`src/rtl/rx_bit_sampler_pkg.sv`:
```
// Shared UART receive definitions: the one-hot receiver states, the enable
// levels and the oversample ratio.
package rx_bit_sampler_pkg;

  typedef enum logic [4:0] {
    INTERVAL  = 5'b00001,
    STARTBIT  = 5'b00010,
    DATABITS  = 5'b00100,
    PARITYBIT = 5'b01000,
    STOPBIT   = 5'b10000
  } rx_state_e;

  localparam logic ENABLE  = 1'b1;
  localparam logic DISABLE = 1'b0;

  localparam int OVERSAMPLE = 16;
  localparam int CNT_W      = $clog2(OVERSAMPLE);

  function automatic logic maj3(input logic [2:0] v);
    return (v[0] & v[1]) | (v[0] & v[2]) | (v[1] & v[2]);
  endfunction

endpackage

```
`src/rtl/rx_bit_sampler_sync.sv`:
```
// rx_sync_filter: metastability synchroniser for the raw rx line, plus the
// previous-sample register used for falling-edge (start) detection.
module rx_sync_filter #(
  parameter int SYNC_STAGES = 2
) (
  input  logic clk,
  input  logic rst,
  input  logic rx_i,
  input  logic sample_en,
  output logic rx_s,
  output logic fall
);

  logic [SYNC_STAGES-1:0] sync_q;
  logic                   prev_q;

  // The chain runs every clk; only the edge history follows the acq strobe.
  always_ff @(posedge clk or negedge rst) begin
    if (!rst) begin
      sync_q <= '1;
      prev_q <= 1'b1;
    end else begin
      sync_q <= {sync_q[SYNC_STAGES-2:0], rx_i};
      if (sample_en) prev_q <= rx_s;
    end
  end

  assign rx_s = sync_q[SYNC_STAGES-1];
  assign fall = prev_q & ~rx_s;

endmodule

```
`src/rtl/rx_bit_sampler.sv`:
```
// UART receive oversampling front end: start-edge detect, 3-sample majority
// vote per bit, LSB-first byte assembly with parity and framing checks.
module rx_bit_sampler
  import rx_bit_sampler_pkg::*;
#(
  parameter int SYNC_STAGES = 2,
  parameter int SAMPLE_MID  = 8
) (
  input  logic       clk,
  input  logic       rst,
  input  logic       rx_i,
  input  logic       acq_sig_i,
  input  logic       parity_enable_i,
  input  logic       parity_odd_i,
  input  logic [4:0] state_i,
  output logic       rx_synch_o,
  output logic       bit_synch_o,
  output logic       bit_value_o,
  output logic [7:0] byte_o,
  output logic       byte_valid_o,
  output logic       parity_err_o,
  output logic       frame_err_o
);

  localparam logic [CNT_W-1:0] VOTE_LO  = CNT_W'(SAMPLE_MID - 1);
  localparam logic [CNT_W-1:0] VOTE_MID = CNT_W'(SAMPLE_MID);
  localparam logic [CNT_W-1:0] VOTE_HI  = CNT_W'(SAMPLE_MID + 1);
  localparam logic [CNT_W-1:0] CNT_LAST = CNT_W'(OVERSAMPLE - 1);

  logic             rx_s, fall;
  logic             st_start, st_data, st_par, st_stop, in_frame;
  logic [CNT_W-1:0] cnt_q;
  logic [2:0]       votes_q;
  logic [7:0]       shift_q;
  logic             par_q, start_bad_q;
  logic             bit_now, bit_done;

  rx_sync_filter #(.SYNC_STAGES(SYNC_STAGES)) u_sync (
    .clk       (clk),
    .rst       (rst),
    .rx_i      (rx_i),
    .sample_en (acq_sig_i),
    .rx_s      (rx_s),
    .fall      (fall)
  );

  // Anything other than a single legal frame state behaves as INTERVAL.
  assign st_start = (state_i == STARTBIT);
  assign st_data  = (state_i == DATABITS);
  assign st_par   = (state_i == PARITYBIT);
  assign st_stop  = (state_i == STOPBIT);
  assign in_frame = st_start | st_data | st_par | st_stop;

  assign bit_now  = maj3(votes_q);
  assign bit_done = acq_sig_i & in_frame & (cnt_q == CNT_LAST);

  always_ff @(posedge clk or negedge rst) begin
    if (!rst) begin
      cnt_q       <= '0;
      votes_q     <= '0;
      rx_synch_o  <= 1'b0;
      bit_synch_o <= 1'b0;
      bit_value_o <= 1'b0;
    end else begin
      rx_synch_o  <= 1'b0;
      bit_synch_o <= 1'b0;
      if (acq_sig_i) begin
        if (!in_frame) begin
          cnt_q <= '0;
          if (fall) rx_synch_o <= 1'b1;
        end else begin
          // Free-running through state changes; wraps 15->0 on its own.
          cnt_q <= cnt_q + 1'b1;
          if (cnt_q == VOTE_LO)  votes_q[0] <= rx_s;
          if (cnt_q == VOTE_MID) votes_q[1] <= rx_s;
          if (cnt_q == VOTE_HI)  votes_q[2] <= rx_s;
          if (cnt_q == CNT_LAST) begin
            bit_synch_o <= 1'b1;
            bit_value_o <= bit_now;
          end
        end
      end
    end
  end

  always_ff @(posedge clk or negedge rst) begin
    if (!rst) begin
      shift_q      <= '0;
      par_q        <= 1'b0;
      start_bad_q  <= 1'b0;
      byte_o       <= '0;
      byte_valid_o <= 1'b0;
      parity_err_o <= 1'b0;
      frame_err_o  <= 1'b0;
    end else begin
      byte_valid_o <= 1'b0;
      if (bit_done) begin
        if (st_start) begin
          shift_q     <= '0;
          par_q       <= 1'b0;
          start_bad_q <= bit_now;
        end
        if (st_data) begin
          shift_q <= {bit_now, shift_q[7:1]};
          par_q   <= par_q ^ bit_now;
        end
        if (st_par) par_q <= par_q ^ bit_now;
        if (st_stop) begin
          byte_o       <= shift_q;
          byte_valid_o <= 1'b1;
          parity_err_o <= parity_enable_i & (par_q != parity_odd_i);
          frame_err_o  <= ~bit_now | start_bad_q;
          start_bad_q  <= 1'b0;
        end
      end
    end
  end

endmodule

```
`config.mk`:
```
export PLATFORM = sky130hd
export DESIGN_NAME = rx_bit_sampler
export DESIGN_NICKNAME = d
export VERILOG_FILES = /design/src/rtl/rx_bit_sampler_pkg.sv /design/src/rtl/rx_bit_sampler_sync.sv /design/src/rtl/rx_bit_sampler.sv
export SDC_FILE = /design/constraint.sdc
export NUM_CORES = 1
export LEC_CHECK = 0
export BUFFER_PORTS_ARGS = -buffer_cell sky130_fd_sc_hd__buf_2
export CORE_UTILIZATION = 50
export CTS_BUF_LIST = sky130_fd_sc_hd__clkbuf_8 sky130_fd_sc_hd__clkbuf_16
export DETAILED_ROUTE_END_ITERATION = 8
export PLACE_DENSITY_LB_ADDON = 0.12
export RECOVER_POWER = 25
export SLEW_MARGIN = 5
export SYNTH_ARGS = -nofsm -noshare
export SYNTH_HDL_FRONTEND = slang
export SYNTH_SLANG_ARGS = --single-unit
```
`constraint.sdc`:
```
create_clock -name clk -period 5.8 [get_ports clk]
set_clock_uncertainty 0.2 [all_clocks]
set_input_delay 0.29 -clock clk [delete_from_list [all_inputs] [get_ports clk]]
set_output_delay 0.29 -clock clk [all_outputs]
set_load 0.03 [all_outputs]
```
==> impl_summary.log <==
[metrics] count of unique library cells instantiated by Yosys: 40
[metrics] final-report max-slew violation count: 35
[metrics] unrepaired setup endpoints after global routing: false
[metrics] CTS Buffer Depth: 2
[metrics] final number of hold-violating endpoints: 0
[metrics] proportion of register bits with asynchronous set or reset after synthesis: 100.0%
[metrics] critical path required time: 5670 ps
[metrics] postcts setup bufs: 0
[metrics] chip height: 56.78 um
[metrics] critical path peak fanout: 34
[metrics] area share of the largest cell type after synthesis: around half
[metrics] DRT Pass-1 Iters: 5
[metrics] number of enable flip-flop cells after synthesis: 0
[metrics] initial core utilization: 53.48%
[metrics] clock-pin slew of the registers on the worst-case setup and hold paths: 60 ps
[metrics] count of unresolved DRC violations after routing: 5
[metrics] PortBufs: 24
[metrics] synthesis-stage register bit count: 34
[metrics] number of DRC markers in iteration 0: 28
[metrics] final cell utilization of the core: a little over three fifths
[metrics] minimum clock period: 2190 ps
[metrics] post-CTS sizing: 0
[metrics] Worst slew margin: -14.34%
[metrics] Top Ports: 25
[metrics] filler-free cell count of the finished design: around 180
[metrics] leading register cell type out of synthesis: sky130_fd_sc_hd__dfrtp_1
[metrics] startpoint type of the worst setup path: input pin
[metrics] CTS tree: done
[metrics] Clock Sink Count: 34
[metrics] library cell occupying the most area in the post-synthesis netlist: sky130_fd_sc_hd__dfrtp_1
[metrics] via count: between 1000 and 1500
[metrics] global-route usage over all layers: between 15 and 20%
[metrics] via-per-instance ratio: 5.590
[metrics] run status: complete, but fails checks
[metrics] worst setup slack for register-to-register paths: between 3000 and 4000 ps
[metrics] commonest cells in the netlist: sky130_fd_sc_hd__dfrtp_1, sky130_fd_sc_hd__mux2_2, sky130_fd_sc_hd__nand2_1
[metrics] insertion delay to the later sink of the worst-skew pair: roughly 280 ps
[metrics] share of final-layout standard cells stronger than drive strength 1: 23.68%
[metrics] worst slack, placed: 3691 ps
[metrics] slew at the pin closest to its max-slew limit: 1715 ps
[metrics] CP Data Arrival Time: 2060 ps
[metrics] maximum clock frequency: between 400 and 500 MHz
[metrics] leading cell type by number of instances after synthesis: sky130_fd_sc_hd__dfrtp_1
[metrics] Power per Cell Area: 274.0 mW/mm2
[metrics] number of antenna violations at the first check in global routing: 0
[metrics] cell area after technology mapping: between 0.0015 and 0.002 mm2
[metrics] detailed placer's ending HPWL: 1828 um
[metrics] family with the most delay on the worst path: buffers and inverters
[metrics] width of the die: 56.78 um
[metrics] Max IR drop VDD: between 0.15 and 0.2 mV
[metrics] CTS H-tree depth: 2
[metrics] sequential cell area fraction in the yosys report: 56.96%
[metrics] summed negative setup slack over all endpoints: 0 ps
[metrics] total of warnings raised by yosys: 0
[metrics] Buf+Inv Stages, Crit Path: 2
[metrics] Static Leakage: around 0.00084 uW
[metrics] type of the tightest min-delay check: input pin to register
[metrics] vias in the first global route: 971
[metrics] Placeable Area: 0.002805 mm2
[metrics] routability-driven placement congestion ratio: 0.9524
[metrics] max cap viols: 1
[metrics] number of fill cells in the layout: 236
[metrics] highest-delay cell along the critical path: sky130_fd_sc_hd__clkbuf_1
[metrics] top post-synthesis cells by area: sky130_fd_sc_hd__dfrtp_1, sky130_fd_sc_hd__mux2_2, sky130_fd_sc_hd__dfstp_2
[metrics] violations in the final reports: design-rule violations, max-capacitance violations, max-slew violations
[metrics] post-synth net total: around 140
[metrics] Net count, final: 166
[metrics] Setup violations, final: 0
[metrics] wire length of the first global-routing pass: 4250 um
[metrics] instance count after placement with tap cells included: 174
[metrics] Syn-to-layout area delta: 16.85%
[metrics] Site Rows: 19
[metrics] Hold Slack: 56.19 ps
[metrics] kind of critical path: input pin to asynchronous set/reset pin
[metrics] average wire length per cell after detail routing: 13.81 um
[metrics] pin count of the biggest net entering global routing: 35
[metrics] Inserted Clock Buffers: 5
[metrics] total detailed-routing wirelength: 2527 um
[metrics] Final Worst Setup Slack: roughly 3600 ps
[metrics] Period Utilization, post-route: 37.77%
[metrics] critical path cell sequence: dlygate4sd3_1 -> clkbuf_1
[metrics] cells after synthesis: approximately 120
[metrics] CTS root buf: sky130_fd_sc_hd__clkbuf_8
[metrics] total congestion overflow: 0
[metrics] per-instance average area after synthesis: 12.30 um2
[metrics] CP endpoint kind: asynchronous set/reset pin
[metrics] final antenna-violating net count: 0
[metrics] Ant. Diodes: 0
[metrics] area of the die: 0.003223 mm2
[metrics] slowest stage delay, CP: 1240 ps
layer usage:
layer	vias to the layer above	track usage (%)	routed length [um]	part of all wire [%]
met5	-	0	0	0
met4	0	7.666	22	0.87
met3	4	6.452	117	4.6
met2	25	28.74	1272	50
met1	504	21.09	1115	44
li1	490	-	-	-
sequential cells by signal, indices dropped and copies added (netlist names), 2 cells and up:
register,flops
byte_o,8
shift_q,8
cnt_q,4
votes_q,3
u_sync.sync_q,2
cells by family (layout without fill, tap and decap cells):
family,after synthesis,in the layout,share of synthesized area [%]
AND/OR/NAND/NOR,36,36,13.93
AO/OA/AOI/OAI,24,24,11.51
flip-flops,34,34,56.96
XOR/XNOR,4,4,2.336
buffers and inverters,7,37,2.334
adder cells (fa/ha/maj),4,4,3.170
multiplexers,13,13,9.758
worst paths after layout:
path,start,endpoint,depth (start not counted)
worst min register to register,u_sync.sync_q[0]$_DFF_PN1_,u_sync.sync_q[1]$_DFF_PN1_,0
worst min-delay path,parity_enable_i,parity_err_o$_DFFE_PN0P_,3
max in group clk,cnt_q[0]$_DFFE_PN0P_,byte_o[4]$_DFFE_PN0P_,5
worst max-delay path,rst,shift_q[4]$_DFFE_PN0P_,2
min in group asynchronous,rst,byte_o[1]$_DFFE_PN0P_,2
worst max register to register,cnt_q[0]$_DFFE_PN0P_,byte_o[4]$_DFFE_PN0P_,5
final cells by class:
| cell class | count | area, um2 | share of cell area (%) |
|---|---|---|---|
| clock buffers | 6 | 82.58 | 4.711 |
| well taps | 31 | 38.79 | 2.213 |
| multi-input cells | 81 | 610.6 | 34.83 |
| clock inverters | 1 | 30.03 | 1.713 |
| flip-flops and latches | 34 | 854.6 | 48.75 |
| inverters | 4 | 15.01 | 0.8565 |
| repair buffers | 26 | 121.4 | 6.924 |
where the power goes:
part | switching (uW) | total [uW] | leakage, uW | internal [uW]
combinational | 14.5 | 23.1 | 0.000321 | 8.59
clock | 77.7 | 215 | 0.0000573 | 137
sequential | 1.75 | 242 | 0.000463 | 241
total | 93.9 | 480 | 0.000841 | 386
metrics by stage:
step / power (uW) / cell area [um2]
after detailed placement: 269.1 / 1639
final: 480.4 / 1753
after global routing: 498.1 / 1753
after floorplan: 256.1 / 1500
after global placement: 268.3 / 1639
after CTS: 487.9 / 1772
cells in the final DEF (no fill, tap or decap), types with 6 or more instances in the layout:
cell type / count
sky130_fd_sc_hd__clkbuf_8: 6
sky130_fd_sc_hd__nor2_1: 7
sky130_fd_sc_hd__clkbuf_1: 15
sky130_fd_sc_hd__o21ai_0: 7
sky130_fd_sc_hd__a22o_1: 7
sky130_fd_sc_hd__dfrtp_1: 31
sky130_fd_sc_hd__buf_2: 9
sky130_fd_sc_hd__mux2_2: 11
sky130_fd_sc_hd__nand2_1: 9
repair_timing:
action / in CTS / in global routing
endpoints found under the setup margin: 0 / 0
hold buffers: 2 / 0
hold endpoints to repair: 32 / 0
Note: power is estimated with default switching activity, not from simulation.
